`config.mk`:
```
export PLATFORM = sky130hd
export DESIGN_NAME = pipe_hazard_ctrl
export DESIGN_NICKNAME = d
export VERILOG_FILES = /design/src/rtl/pipe_hazard_ctrl_pkg.sv /design/src/rtl/pipe_hazard_ctrl_md_busy_tracker.sv /design/src/rtl/pipe_hazard_ctrl.sv
export SDC_FILE = /design/constraint.sdc
export NUM_CORES = 1
export LEC_CHECK = 0
export CAP_MARGIN = 20
export CORE_ASPECT_RATIO = 1.5
export CORE_MARGIN = 4
export CORE_UTILIZATION = 41
export CTS_CLUSTER_DIAMETER = 30
export DETAILED_ROUTE_END_ITERATION = 6
export PLACE_DENSITY = 0.84
export RECOVER_POWER = 100
export SLEW_MARGIN = 30
export SYNTH_ARGS = -nofsm -noshare
export SYNTH_HDL_FRONTEND = slang
export SYNTH_HIERARCHICAL = 1
export SYNTH_SLANG_ARGS = --single-unit
```
`constraint.sdc`:
```
create_clock -name clk -period 5.75 [get_ports clk]
set_clock_uncertainty 0.2 [all_clocks]
set_input_delay 1.15 -clock clk [delete_from_list [all_inputs] [get_ports clk]]
set_output_delay 1.15 -clock clk [all_outputs]
set_load 0.005 [all_outputs]
```
`src/rtl/pipe_hazard_ctrl_pkg.sv`:
```
// Shared definitions for the pipeline hazard controller: forwarding selects,
// mult/div tracker state encoding and the forwarding-select helper.
package pipe_hazard_ctrl_pkg;

    localparam int unsigned REG_W = 5;
    localparam int unsigned FWD_W = 2;

    localparam logic [FWD_W-1:0] FWD_RF  = 2'b00;
    localparam logic [FWD_W-1:0] FWD_WB  = 2'b01;
    localparam logic [FWD_W-1:0] FWD_MEM = 2'b10;

    typedef enum logic {
        IDLE = 1'b0,
        BUSY = 1'b1
    } md_state_e;

    // Youngest producer wins; register 0 is hardwired and never forwarded.
    function automatic logic [FWD_W-1:0] fwd_sel(
        input logic             mem_reg_wr,
        input logic [REG_W-1:0] mem_dst,
        input logic             wb_reg_wr,
        input logic [REG_W-1:0] wb_dst,
        input logic [REG_W-1:0] src
    );
        logic [FWD_W-1:0] sel;
        sel = FWD_RF;
        if (mem_reg_wr && (mem_dst != '0) && (mem_dst == src)) begin
            sel = FWD_MEM;
        end else if (wb_reg_wr && (wb_dst != '0) && (wb_dst == src)) begin
            sel = FWD_WB;
        end
        return sel;
    endfunction

endpackage

```
`src/rtl/pipe_hazard_ctrl_md_busy_tracker.sv`:
```
// Tracks an in-flight mult/div: counts down from issue until HI/LO are valid.
module md_busy_tracker
    import pipe_hazard_ctrl_pkg::*;
#(
    parameter int unsigned MD_LATENCY = 32,
    parameter int unsigned CNT_W      = 6
) (
    input  logic clk,
    input  logic rst_n,
    input  logic start,
    output logic busy,
    output logic done
);

    md_state_e        state;
    md_state_e        state_nxt;
    logic [CNT_W-1:0] cnt;
    logic [CNT_W-1:0] cnt_nxt;

    always_ff @(posedge clk or negedge rst_n) begin
        if (!rst_n) begin
            state <= IDLE;
            cnt   <= '0;
        end else begin
            state <= state_nxt;
            cnt   <= cnt_nxt;
        end
    end

    // A start seen while BUSY is ignored; the running count is never reloaded.
    always_comb begin
        state_nxt = state;
        cnt_nxt   = cnt;
        busy      = 1'b0;
        done      = 1'b0;
        case (state)
            IDLE: begin
                if (start) begin
                    state_nxt = BUSY;
                    cnt_nxt   = CNT_W'(MD_LATENCY - 1);
                end
            end
            BUSY: begin
                busy = 1'b1;
                if (cnt == CNT_W'(1)) begin
                    state_nxt = IDLE;
                    cnt_nxt   = '0;
                    done      = 1'b1;
                end else begin
                    cnt_nxt = cnt - CNT_W'(1);
                end
            end
            default: begin
                state_nxt = IDLE;
                cnt_nxt   = '0;
            end
        endcase
    end

endmodule

```
`src/rtl/pipe_hazard_ctrl.sv`:
```
// Hazard controller beside decode: EX forwarding selects, load-use / HI-LO
// stalls, branch flush and mult/div busy tracking.
module pipe_hazard_ctrl
    import pipe_hazard_ctrl_pkg::*;
#(
    parameter int unsigned MD_LATENCY = 32,
    parameter int unsigned CNT_W      = 6
) (
    input  logic             clk,
    input  logic             reset,
    input  logic [REG_W-1:0] id_rs,
    input  logic [REG_W-1:0] id_rt,
    input  logic             id_uses_rt,
    input  logic             id_uses_hilo,
    input  logic             ex_valid,
    input  logic [REG_W-1:0] ex_rs,
    input  logic [REG_W-1:0] ex_rt,
    input  logic             ex_mem_to_reg,
    input  logic             ex_md_start,
    input  logic             ex_br_taken,
    input  logic             mem_reg_wr,
    input  logic [REG_W-1:0] mem_dst,
    input  logic             wb_reg_wr,
    input  logic [REG_W-1:0] wb_dst,
    output logic             stall_f,
    output logic             stall_d,
    output logic             flush_d,
    output logic             clr_ex,
    output logic [FWD_W-1:0] fwd_a,
    output logic [FWD_W-1:0] fwd_b,
    output logic             md_busy,
    output logic             md_done
);

    logic md_issue;
    logic trk_busy;
    logic trk_done;
    logic lu;
    logic hl;

    assign md_issue = ex_valid && ex_md_start;

    md_busy_tracker #(
        .MD_LATENCY (MD_LATENCY),
        .CNT_W      (CNT_W)
    ) u_md_busy_tracker (
        .clk   (clk),
        .rst_n (reset),
        .start (md_issue),
        .busy  (trk_busy),
        .done  (trk_done)
    );

    assign lu = ex_valid && ex_mem_to_reg && (ex_rt != '0) &&
                ((ex_rt == id_rs) || (id_uses_rt && (ex_rt == id_rt)));
    assign hl = id_uses_hilo && (trk_busy || md_issue);

    // Branch outranks stalls: the wrong-path ID instruction is being discarded.
    always_comb begin
        stall_f = 1'b0;
        stall_d = 1'b0;
        flush_d = 1'b0;
        clr_ex  = 1'b0;
        fwd_a   = FWD_RF;
        fwd_b   = FWD_RF;
        md_busy = 1'b0;
        md_done = 1'b0;
        if (reset) begin
            fwd_a   = fwd_sel(mem_reg_wr, mem_dst, wb_reg_wr, wb_dst, ex_rs);
            fwd_b   = fwd_sel(mem_reg_wr, mem_dst, wb_reg_wr, wb_dst, ex_rt);
            md_busy = trk_busy;
            md_done = trk_done;
            if (ex_br_taken) begin
                flush_d = 1'b1;
                clr_ex  = 1'b1;
            end else if (hl || lu) begin
                stall_f = 1'b1;
                stall_d = 1'b1;
                clr_ex  = 1'b1;
            end
        end
    end

endmodule

```
==> run summary <==
PWR
------------------------------------------------------------------------------------------
PwrDens                                                                         237 nW/um2
Peak ir drop on the vdd network                                                     115 uV
P_leak                                                                            0.545 nW

GLOBAL ROUTING
------------------------------------------------------------------------------------------
Pin count of the biggest net entering global routing                                    18
Vias in the first global route                                                        1065
Total congestion overflow                                                                0
Antenna violations before repair                                                         0
Wire length of the first global-routing pass                                       4260 um
Total Routing Usage GR                                                               18.7%

DRT
------------------------------------------------------------------------------------------
WL per Instance                                                                    14.5 um
Post-detailed-routing wire length                                                  2600 um
Number of remaining DRC errors                                                           0
Via total after detailed routing                                                      1002
Length of the first detailed-routing pass in iterations                                  4
Antenna Nets Post-Route                                                                  0
Via count normalized by instance count                                                5.60
Initial DRC count                                                                       23

LAYOUT
------------------------------------------------------------------------------------------
Post-layout utilization of the core                                                  68.4%
Nets                                                                                   200
Total inserted antenna cells                                                             0
Layout cell share with drive strength beyond 1                                       7.01%
Finished Layout Cells                                                                  179
Design area                                                                       1420 um2
Post-synthesis to final-layout area growth                                           56.8%

CLOCK NETWORK
------------------------------------------------------------------------------------------
CTS tree                                                                              done
Hold buffer count at CTS                                                                 0
Total setup buffers inserted after CTS                                                   0
Total number of clock tree sinks                                                         7
Count of instances resized after the clock tree is built                                 0
Clock edge transition at the registers on the reported setup and hold paths        0.05 ns
Clock buffer depth                                                                       2
Clock tree root driver cell                                                       clkbuf_4
H-Tree Depth                                                                             1
Insertion delay of the later-clocked pin in the worst-skew pair                    0.25 ns
Number of buffers inserted during clock tree synthesis                                   3

PLACEMENT
------------------------------------------------------------------------------------------
Number of cells in the design after placement                                          175
Placement Setup Slack                                                              1.11 ns
GPL Wtd Cong                                                                         0.852
Number of port buffers                                                                  49
Instance area at placement                                                        1390 um2
HPWL Detailed                                                                      2250 um

SETUP PATH
------------------------------------------------------------------------------------------
CP Data Required Time                                                              4.40 ns
Type of origin of the critical path                                           primary input
Largest fanout of any net on the critical path                                           3
Worst Path Class, Setup                                                       primary input to primary output
Critical Path End Type                                                        primary output
Worst endpoint data arrival time                                                   3.34 ns

SYNTHESIS
------------------------------------------------------------------------------------------
Post-synth EDFFs                                                                         0
Synthesis warning total                                                                  6
Synth Cell Area                                                                    906 um2
Predominant post-synthesis flop cell                                               dfrtp_1
Fraction of the yosys area taken by sequential cells                                 19.3%
Number of synthesized register bits                                                      7
Avg Synthesized Cell Area                                                         8.16 um2
Post-synthesis cell count                                                              111
Synth Net Count                                                                        153
Distinct cell type count of the synthesized netlist                                     40
Post-synthesis async set-or-reset flop share                                          100%

FLOORPLANNING
------------------------------------------------------------------------------------------
Die area                                                                          3040 um2
Site row count                                                                          20
Top Ports                                                                               50
Die width                                                                          46.4 um
Die height                                                                         65.6 um
Placeable core region                                                             2080 um2
Initial Util                                                                         43.6%

STA
------------------------------------------------------------------------------------------
Max_slew headroom                                                                    59.8%
Peak Freq                                                                          213 MHz
Worst Slack Setup Final                                                            1.06 ns
Worst Max-Slew Pin Slew                                                           0.602 ns
Final period util                                                                    81.5%
Post-route minimum period                                                          4.69 ns
Unrepaired setup endpoints after global routing                                         no
Final total negative setup slack                                                      0 ns
Total setup violations reported at the end of the flow                                   0
Final hold viol count                                                                    0
Fin. max-slew vios                                                                       0

RUN STATUS
------------------------------------------------------------------------------------------
Run status                                                                    complete, no violations

HOLD PATH
------------------------------------------------------------------------------------------
Worst hold-check path type                                                    register to register

FLOW RUN
------------------------------------------------------------------------------------------
Number of maximum-capacitance constraint violations                                      0

worst max-delay path: stages:
cell and delay, ns:
clkdlybuf4s50_1 0.48, or4_4 0.56, o21ai_2 0.17, nor4_1 0.11, nor4_2 0.26, dlygate4sd3_1 0.61
state kept, by name, summed over array words and instances, names as in the netlist:
name and cells:
u_md_busy_tracker/cnt 6, u_md_busy_tracker/state 1
per-stage QoR:
stage               hold slack, ns  total power, W
floorplan                    0.304        0.000223
CTS                          0.360        0.000341
global placement             0.322        0.000282
global route                 0.401        0.000366
finish                       0.353        0.000336
detailed placement           0.349        0.000295
worst paths after layout:
| path | startpoint | endpoint | slack [ns] | cells past startpoint |
|---|---|---|---|---|
| worst max register to register | u_md_busy_tracker/cnt[0] | u_md_busy_tracker/cnt[4] | 4.16 | 5 |
| min in group asynchronous | reset | u_md_busy_tracker/cnt[4] | 1.15 | 1 |
| worst min-delay path | u_md_busy_tracker/cnt[5] | u_md_busy_tracker/cnt[5] | 0.35 | 2 |
| max in group asynchronous | reset | u_md_busy_tracker/cnt[5] | 3.81 | 1 |
| worst min register to register | u_md_busy_tracker/cnt[5] | u_md_busy_tracker/cnt[5] | 0.35 | 2 |
| worst max-delay path | mem_dst[1] | fwd_a[0] | 1.06 | 6 |
cell usage after synthesis, types with 2 or more instances:
library cell,number,share of area (%)
xor2_1,23,22
dfrtp_1,7,19
xnor2_1,7,6.8
and2_1,6,4.1
nor3_1,6,3.3
clkbuf_1,5,2.1
nor2_1,5,2.1
nand2_1,4,1.7
nor4_1,4,2.8
a21oi_1,3,1.7
inv_1,3,1.2
nand3_1,3,1.7
o21ai_0,3,1.7
ha_1,2,2.8
nand4_1,2,1.4
nor2b_1,2,1.4
o2111ai_1,2,1.9
o22ai_1,2,1.4
area by class of cell:
| type | instances | area (um2) |
|---|---|---|
| inverters | 3 | 11.3 |
| multi-input cells | 94 | 689 |
| well taps | 22 | 27.5 |
| fillers | 174 | 657 |
| flip-flops and latches | 7 | 175 |
| repair buffers | 49 | 490 |
| clock buffers | 4 | 26.3 |
metal layers:
metal | vias to the layer above | global-route usage [%] | part of all wire [%] | wire length (um)
met5 | - | 0 | 0 | 0
met2 | 51 | 35.7 | 54 | 1410
met4 | 0 | 8.19 | 1.0 | 27
met1 | 461 | 17.2 | 35 | 906
li1 | 486 | - | - | -
met3 | 4 | 4.38 | 9.7 | 251
where the power goes:
| part | total, W | switching [W] | internal, W |
|---|---|---|---|
| clock network | 0.0000443 | 0.0000179 | 0.0000265 |
| registers | 0.000115 | 0.0000398 | 0.0000747 |
| logic | 0.000177 | 0.0000811 | 0.0000961 |
kinds of logic after synthesis:
logic type,share of synthesized area [%]
and+or+nand+nor,27.9
xor gates and xnor gates,29.0
AOI/OAI and AO/OA,15.3
buffers and inverters,4.56
DFF,19.3
adders and majority gates,2.76
muxes,1.11
cell usage in the layout (no fill, tap or decap), types with 3 or more instances in the layout:
master	synthesis	final
clkbuf_4	0	3
a21oi_1	3	3
xor2_1	23	23
o21ai_0	3	3
nand2_1	4	4
inv_1	3	3
nor4_1	4	4
nor3_1	6	6
nand3_1	3	3
dfrtp_1	7	7
clkdlybuf4s50_1	0	38
dlygate4sd3_1	0	11
and2_1	6	4
nor2_1	5	5
xnor2_1	7	7
Power figures use the tool's default switching activity.
